[src/rtl/input_buffer.sv]
`default_nettype none
// ============================================================================
// Module   : input_buffer
// Purpose  : Per-port NOC router input FIFO with FWFT head flit, packet header
//            tracking, credit return and sticky overflow detection.
// Revision : 1.0 - initial release
// ============================================================================
module input_buffer #(
    parameter int DEPTH   = 4,
    parameter int FLIT_W  = 32,
    parameter int PKT_LEN = 4
) (
    input  logic                       clk,
    input  logic                       reset,
    input  logic                       ib_write_i,
    input  logic [FLIT_W-1:0]          ib_flit_i,
    input  logic                       ib_read_i,
    output logic [FLIT_W-1:0]          ib_flit_o,
    output logic                       ib_empty_o,
    output logic                       ib_full_o,
    output logic [$clog2(DEPTH+1)-1:0] ib_count_o,
    output logic [7:0]                 ib_addr_header_o,
    output logic                       ib_credit_o,
    output logic                       ib_overflow_o
);

    localparam int PTR_W = $clog2(DEPTH);
    localparam int CNT_W = $clog2(DEPTH + 1);
    localparam int PKT_W = $clog2(PKT_LEN);
    localparam logic [CNT_W-1:0] DEPTH_CNT = CNT_W'(DEPTH);
    localparam logic [PKT_W-1:0] LAST_FLIT = PKT_W'(PKT_LEN - 1);

    logic [FLIT_W-1:0] mem_q [0:DEPTH-1];

    logic [PTR_W-1:0] wr_ptr_q, wr_ptr_d;
    logic [PTR_W-1:0] rd_ptr_q, rd_ptr_d;
    logic [CNT_W-1:0] count_q, count_d;
    logic [PKT_W-1:0] rd_cnt_q, rd_cnt_d;
    logic [7:0]       hdr_q, hdr_d;
    logic             credit_q, credit_d;
    logic             overflow_q, overflow_d;

    logic             empty;
    logic             full;
    logic             pop;
    logic             push;
    logic [FLIT_W-1:0] head_flit;

    assign empty     = (count_q == '0);
    assign full      = (count_q == DEPTH_CNT);
    assign pop       = ib_read_i & ~empty;
    // A pop in the same cycle frees the slot the incoming flit will occupy.
    assign push      = ib_write_i & (~full | pop);
    assign head_flit = mem_q[rd_ptr_q];

    always_comb begin
        wr_ptr_d   = wr_ptr_q;
        rd_ptr_d   = rd_ptr_q;
        count_d    = count_q;
        rd_cnt_d   = rd_cnt_q;
        hdr_d      = hdr_q;
        credit_d   = pop;
        overflow_d = overflow_q | (ib_write_i & ~push);

        if (push) begin
            wr_ptr_d = wr_ptr_q + PTR_W'(1);
        end

        if (pop) begin
            rd_ptr_d = rd_ptr_q + PTR_W'(1);
            if (rd_cnt_q == '0) begin
                hdr_d = head_flit[7:0];
            end
            if (rd_cnt_q == LAST_FLIT) begin
                rd_cnt_d = '0;
            end else begin
                rd_cnt_d = rd_cnt_q + PKT_W'(1);
            end
        end

        case ({push, pop})
            2'b10:   count_d = count_q + CNT_W'(1);
            2'b01:   count_d = count_q - CNT_W'(1);
            default: count_d = count_q;
        endcase
    end

    always_ff @(posedge clk or negedge reset) begin
        if (!reset) begin
            wr_ptr_q   <= '0;
            rd_ptr_q   <= '0;
            count_q    <= '0;
            rd_cnt_q   <= '0;
            hdr_q      <= 8'h00;
            credit_q   <= 1'b0;
            overflow_q <= 1'b0;
        end else begin
            wr_ptr_q   <= wr_ptr_d;
            rd_ptr_q   <= rd_ptr_d;
            count_q    <= count_d;
            rd_cnt_q   <= rd_cnt_d;
            hdr_q      <= hdr_d;
            credit_q   <= credit_d;
            overflow_q <= overflow_d;
        end
    end

    // Storage carries no reset; occupancy tracking alone defines validity.
    always_ff @(posedge clk) begin
        if (push) begin
            mem_q[wr_ptr_q] <= ib_flit_i;
        end
    end

    assign ib_flit_o        = head_flit;
    assign ib_empty_o       = empty;
    assign ib_full_o        = full;
    assign ib_count_o       = count_q;
    assign ib_credit_o      = credit_q;
    assign ib_overflow_o    = overflow_q;
    assign ib_addr_header_o = ((rd_cnt_q == '0) && !empty) ? head_flit[7:0] : hdr_q;

endmodule
`default_nettype wire

[config.mk]
export PLATFORM = sky130hd
export DESIGN_NAME = input_buffer
export DESIGN_NICKNAME = d
export VERILOG_FILES = /design/src/rtl/input_buffer.sv
export SDC_FILE = /design/constraint.sdc
export NUM_CORES = 1
export LEC_CHECK = 0
export ABC_CLOCK_PERIOD_IN_PS = 3900
export CAP_MARGIN = 20
export CORE_MARGIN = 10
export CORE_UTILIZATION = 34
export CTS_CLUSTER_DIAMETER = 30
export CTS_CLUSTER_SIZE = 12
export DETAILED_ROUTE_END_ITERATION = 8
export GPL_TIMING_DRIVEN = 0
export SLEW_MARGIN = 20
export SYNTH_ARGS = -nofsm -noshare
export SYNTH_HDL_FRONTEND = slang
export SYNTH_SLANG_ARGS = --single-unit
[constraint.sdc]
create_clock -name clk -period 3.9 [get_ports clk]
set_input_delay 0.585 -clock clk [delete_from_list [all_inputs] [get_ports clk]]
set_output_delay 0.585 -clock clk [all_outputs]
set_load 0.05 [all_outputs]
==> results.ini, run 1 <==
[status]
status = complete, no violations

[die]
start_util_pct = 34.6
core-area_um2 = 16500
ios = 83
fp.dieH_um = 150
rows = 47
die-area_um2 = 22400
die_x_um = 150

[place]
post_dp_cell_area_um2 = 6910
dp_hpwl_um = 7690
place_congestion = 0.693
io_buffers = 80

[global_routing]
grt_use_total_pct = 10.9
grt_start_max_net_pins = 22
grt_pass1_vias = 3116
grt.overflow.total = 0
antenna_found_initial = 1
grt_pass1_wl_um = 18000

[timing]
max_freq_mhz = 305
drv_slew = 0
hold_viol = 0
max_slew_margin_pct = 36.6
min_period_over_period_pct = 84.0
period_needed_ns = 3.28
fin_worst_skew_ns = 0.0119
rsz0062_at_grt = no
tns_ns = 0
tightest_slew_ns = 0.948
finalSetupViolations = 0

[synthesis]
ys_ff_latch = 147
synthFlopType = edfxtp_1
synth_nets = 302
synth_top_area_cell = edfxtp_1
synth_top_cell_area_share_pct = 67.1
async_reset_ff_share_pct = 12.9
synth_edf_count = 128
netlist_instances = 259
post_synth_num_cell_types = 35
synth.avg_cell_area_um2 = 22.1
netlist_area_um2 = 5730
yosysWarnings = 0
synth_common_cells = 128 x edfxtp_1, 22 x mux4_2, 19 x dfrtp_1
ys_seq_area_share_pct = 75.4
synth.most_common_cell = edfxtp_1
ys_top_cells_by_area = edfxtp_1 67%, mux4_2 8.7%, dfrtp_1 8.3%, mux4_1 4.6%, mux2_2 3.1%

[min_path]
min_path_type = reg -> reg

[clock_tree]
cts_buffers = 17
cts_tree = yes
clock_sinks = 147
ctsResizeCount = 0
cts_buffer_depth = 2
cts_hold_buf = 0
clkLatencyLatePin_ns = 0.42
clkTransAtPathRegs_ns = 0.06
root_buffer = clkbuf_16
htree_levels = 4
postCtsSetupBuffers = 0

[routing]
wl_um = 11600
ant_nets = 0
vias = 2799
post_drt_wl_per_cell_um = 19.4
firstDrtPassIters = 4
drt-initial-drc-count = 180
vias_per_cell = 4.70
drc = 0

[final_layout]
nets = 405
syn_to_final_growth_pct = 31.7
postLayoutCellArea_um2 = 7540
drive_above_1_share_pct = 23.7
fillers = 1389

[critical_path]
path_cells = buf_2 > buf_2 > mux4_2 > clkdlybuf4s50_1
cp_common_cell = buf_2
critPathKind = reg -> out
crit_path_max_fanout = 10
crit_path_end_kind = output port
critPathLaunchType = register
cpPeakStageDelay_ns = 0.74
worstPathRequired_ns = 3.31
cp.arrival_ns = 2.69
critical_path.slowest_cell = clkdlybuf4s50_1

[flow_run]
maxCapViolCount = 0

==> per-stage QoR <==
stage	worst slack, ns	hold slack, ns	instances	util (%)
detailed placement	0.986	0.470	563	41.8
CTS	0.503	0.488	595	45.6
floorplan	1.55	0.289	259	-
finish	0.624	0.482	596	45.6
global route	0.456	0.501	595	45.6
global placement	0.783	0.470	559	41.2
==> path summary, 6_finish.rpt <==
check,from,end,slack [ns],depth (start not counted)
setup / recovery,rd_ptr_q[1],ib_flit_o[8],0.62,4
min in group asynchronous,reset,ib_credit_o,0.70,1
setup reg to reg,ib_count_o[1],mem_q[2][8],1.82,4
max in group asynchronous,reset,rd_ptr_q[0],2.62,1
hold reg to reg,ib_overflow_o,ib_overflow_o,0.48,1
hold / removal,ib_overflow_o,ib_overflow_o,0.48,1
==> cell families after synthesis <==
logic type,after synthesis,share of synthesized area (%)
flops,147,75.4
fa+ha+maj,7,1.66
xor+xnor,5,0.765
mux,49,16.7
compound gates,12,1.53
simple gates,20,2.08
buf+inv,19,1.88
==> placed cells by master, fill, tap and decap left out, types with 4 or more instances in the layout <==
master and n:
inv_1 9, mux2_2 16, and2_2 4, mux4_1 10
clkbuf_16 17, bufinv_16 4, ha_1 6, mux4_2 22
clkdlybuf4s50_1 80, edfxtp_1 128, clkinv_4 4, buf_2 4
dfrtp_1 19
==> flip-flops by register name, indices dropped and copies added (netlist names) <==
signal         flops
ib_credit_o        1
rd_cnt_q           2
ib_count_o         3
rd_ptr_q           2
hdr_q              8
ib_overflow_o      1
mem_q            128
wr_ptr_q           2
==> routing by layer <==
| metal | share of wire, % | routed length (um) | vias up | track usage [%] |
|---|---|---|---|---|
| li1 | - | - | 1277 | - |
| met1 | 43 | 4950 | 1426 | 12.7 |
| met2 | 47 | 5450 | 85 | 16.8 |
| met3 | 9.2 | 1070 | 11 | 5.86 |
| met4 | 1.0 | 116 | 0 | 3.94 |
| met5 | 0 | 0 | - | 0 |
==> layout make-up <==
cell class                      count  area (um^2)  share of cell area, %
Multi-Input combinational cell     93         1300                   17.3
Tap cell                          220          275                   3.65
Buffer                             10         73.8                  0.979
Antenna cell                        1         2.50                 0.0332
Timing Repair Buffer               84          903                   12.0
Sequential cell                   147         4320                   57.3
Inverter                            9         33.8                  0.448
Clock inverter                     15          205                   2.72
Clock buffer                       17          425                   5.64
==> critical path: cells and delay by family (launching register included) <==
family                 cells  cell delay, ns
multiplexers               1            0.36
flip-flops                 1            0.47
buffers and inverters      3            1.43
Power of run 1 is left out: the tool's default activity adds up to more than one toggle a clock period on the data nets, which glitch-free logic cannot reach.
==> run 2, diff against run 1 <==
- ABC_CLOCK_PERIOD_IN_PS: 3900 -> 3050
- clock period: 3.9 -> 3.05 ns (I/O delays scaled with it)
==> run 2 against run 1 <==
Count of clock-buffer cells in the layout unchanged. Non-clock buffer count unchanged. Cell area is 0.45% lower. Utilization down 0.20 points. Clock skew shrank 0.0040 ns. Register-to-register slack got worse by 0.86 ns. Global-route usage hardly changed. Via count grew 0.21%. Routed wire length rose by 0.23%. Critical path depth is the same. Die area unchanged.
==> results.ini, run 2 (synthesized netlist as in run 1, its figures left out) <==
[flow_run]
maxCapViolCount = 0  ; unchanged

[clock_tree]
postCtsSetupBuffers = 0  ; unchanged
cts_buffers = 17  ; unchanged
clkTransAtPathRegs_ns = 0.06  ; about the same
clkLatencyLatePin_ns = 0.42  ; about the same
cts_buffer_depth = 2  ; unchanged
htree_levels = 4  ; unchanged
clock_sinks = 147  ; unchanged
cts_tree = yes  ; unchanged
root_buffer = clkbuf_16  ; unchanged

[timing]
rsz0062_at_grt = no  ; unchanged
fin_ws_ns = 0.182  ; was 0.624 ns
fin_worst_skew_ns = 0.00794  ; was 0.0119 ns
period_needed_ns = 2.87
min_period_over_period_pct = 94.0
drv_slew = 0  ; unchanged
tightest_slew_ns = 0.948  ; about the same
hold_viol = 0  ; unchanged
tns_ns = 0  ; unchanged
max_freq_mhz = 349
max_slew_margin_pct = 36.6  ; about the same
finalSetupViolations = 0  ; unchanged

[critical_path]
critPathLaunchType = register  ; unchanged
worstPathRequired_ns = 2.59  ; was 3.31 ns
cp.arrival_ns = 2.41  ; was 2.69 ns
reg2reg_depth = 4  ; unchanged
crit_path_max_fanout = 10  ; unchanged
crit_path_end_kind = output port  ; unchanged
critPathKind = reg -> out  ; unchanged

[min_path]
min_path_cells = 1  ; unchanged
min_path_type = reg -> reg  ; unchanged

[place]
io_buffers = 80  ; unchanged
dp_cells = 563  ; unchanged
dp_hpwl_um = 7690  ; unchanged
place_congestion = 0.693  ; unchanged
dp_slack_ns = 0.263  ; was 0.986 ns

[final_layout]
largest_reg_flops = 128  ; unchanged
largest-register = mem_q  ; unchanged
drive_above_1_share_pct = 23.7  ; unchanged
layout_common_cells = 128 x edfxtp_1, 53 x clkdlybuf4s50_1, 27 x dlygate4sd2_1, 22 x mux4_2, 19 x dfrtp_1  ; was 128 x edfxtp_1, 80 x clkdlybuf4s50_1, 22 x mux4_2, 19 x dfrtp_1, 17 x clkbuf_16
syn_to_final_growth_pct = 31.1  ; was 31.7%
nets = 405  ; unchanged
fillers = 1409  ; was 1389
final_common_cell = edfxtp_1  ; unchanged
fin_cells = 596  ; unchanged

[routing]
drt-initial-drc-count = 168  ; was 180
wl_um = 11600  ; about the same
vias_per_cell = 4.71  ; was 4.70
vias = 2805  ; was 2799
firstDrtPassIters = 4  ; unchanged
post_drt_wl_per_cell_um = 19.5  ; was 19.4 um
drc = 0  ; unchanged
ant_nets = 0  ; unchanged

[die]
core-area_um2 = 16500  ; unchanged
fp.dieH_um = 150  ; unchanged
rows = 47  ; unchanged
die_x_um = 150  ; unchanged
start_util_pct = 34.6  ; unchanged
die-area_um2 = 22400  ; unchanged
ios = 83  ; unchanged

[global_routing]
grt_pass1_vias = 3119  ; was 3116
grt-busiest-layer = met2  ; unchanged
met3_usage_pct = 5.89  ; was 5.86%
grt_pass1_wl_um = 18100  ; was 18000 um
grt_use_total_pct = 10.9  ; about the same
use_met1_pct = 12.7  ; unchanged
grt.overflow.total = 0  ; unchanged
grt.met2_usage_pct = 16.8  ; unchanged
antenna_found_initial = 1  ; unchanged
grt_start_max_net_pins = 22  ; unchanged

[status]
status = complete, no violations  ; unchanged

[run 2: layout make-up]
cell class / count / area (um^2) / area share, %
clock inverters: 15 / 205 / 2.73
clock buffers: 17 / 425 / 5.67
flip-flops and latches: 147 / 4320 / 57.5
repair buffers: 84 / 870 / 11.6
inverters: 9 / 33.8 / 0.450
plain buffers: 10 / 73.8 / 0.983
diodes: 1 / 2.50 / 0.0333
well taps: 220 / 275 / 3.67
multi-input cells: 93 / 1300 / 17.4
[run 2: repair_timing]
item                                    4_1_cts  5_1_grt
endpoints found under the setup margin       27        0
endpoints found under the hold margin         0        0
resized for setup                            27        0
hold buffers                                  0        0
[run 2: layer usage]
metal  vias to the layer above  wire [um]
met4                         0        114
met3                        11       1110
met1                      1434       4940
met2                        83       5440
met5                         -          0
li1                       1277          -
[run 2: path summary, 6_finish.rpt]
| kind | from | to | slack, ns |
|---|---|---|---|
| min reg2reg | ib_overflow_o | ib_overflow_o | 0.48 |
| max reg2reg | ib_count_o[1] | mem_q[2][8] | 0.96 |
| min in group asynchronous | reset | ib_count_o[2] | 0.57 |
| max | rd_ptr_q[1] | ib_flit_o[11] | 0.18 |
| max in group asynchronous | reset | rd_ptr_q[0] | 1.90 |
| min | ib_overflow_o | ib_overflow_o | 0.48 |
[run 2: worst max-delay path, stage by stage (launching register included)]
cell and delay, ns:
dfrtp_1 0.47, buf_2 0.33, buf_2 0.36, mux4_2 0.25, dlygate4sd2_1 0.58
[run 2: per-stage QoR]
stage                     instance area [um^2]  hold slack (ns)  utilization, %
after global routing                      7510            0.501            45.4
after detailed placement                  6910            0.470            41.8
after floorplan                           5730            0.162               -
after global placement                    6800            0.470            41.2
final                                     7510            0.482            45.4
after CTS                                 7510            0.481            45.4
Power of run 2 is left out for the same reason.
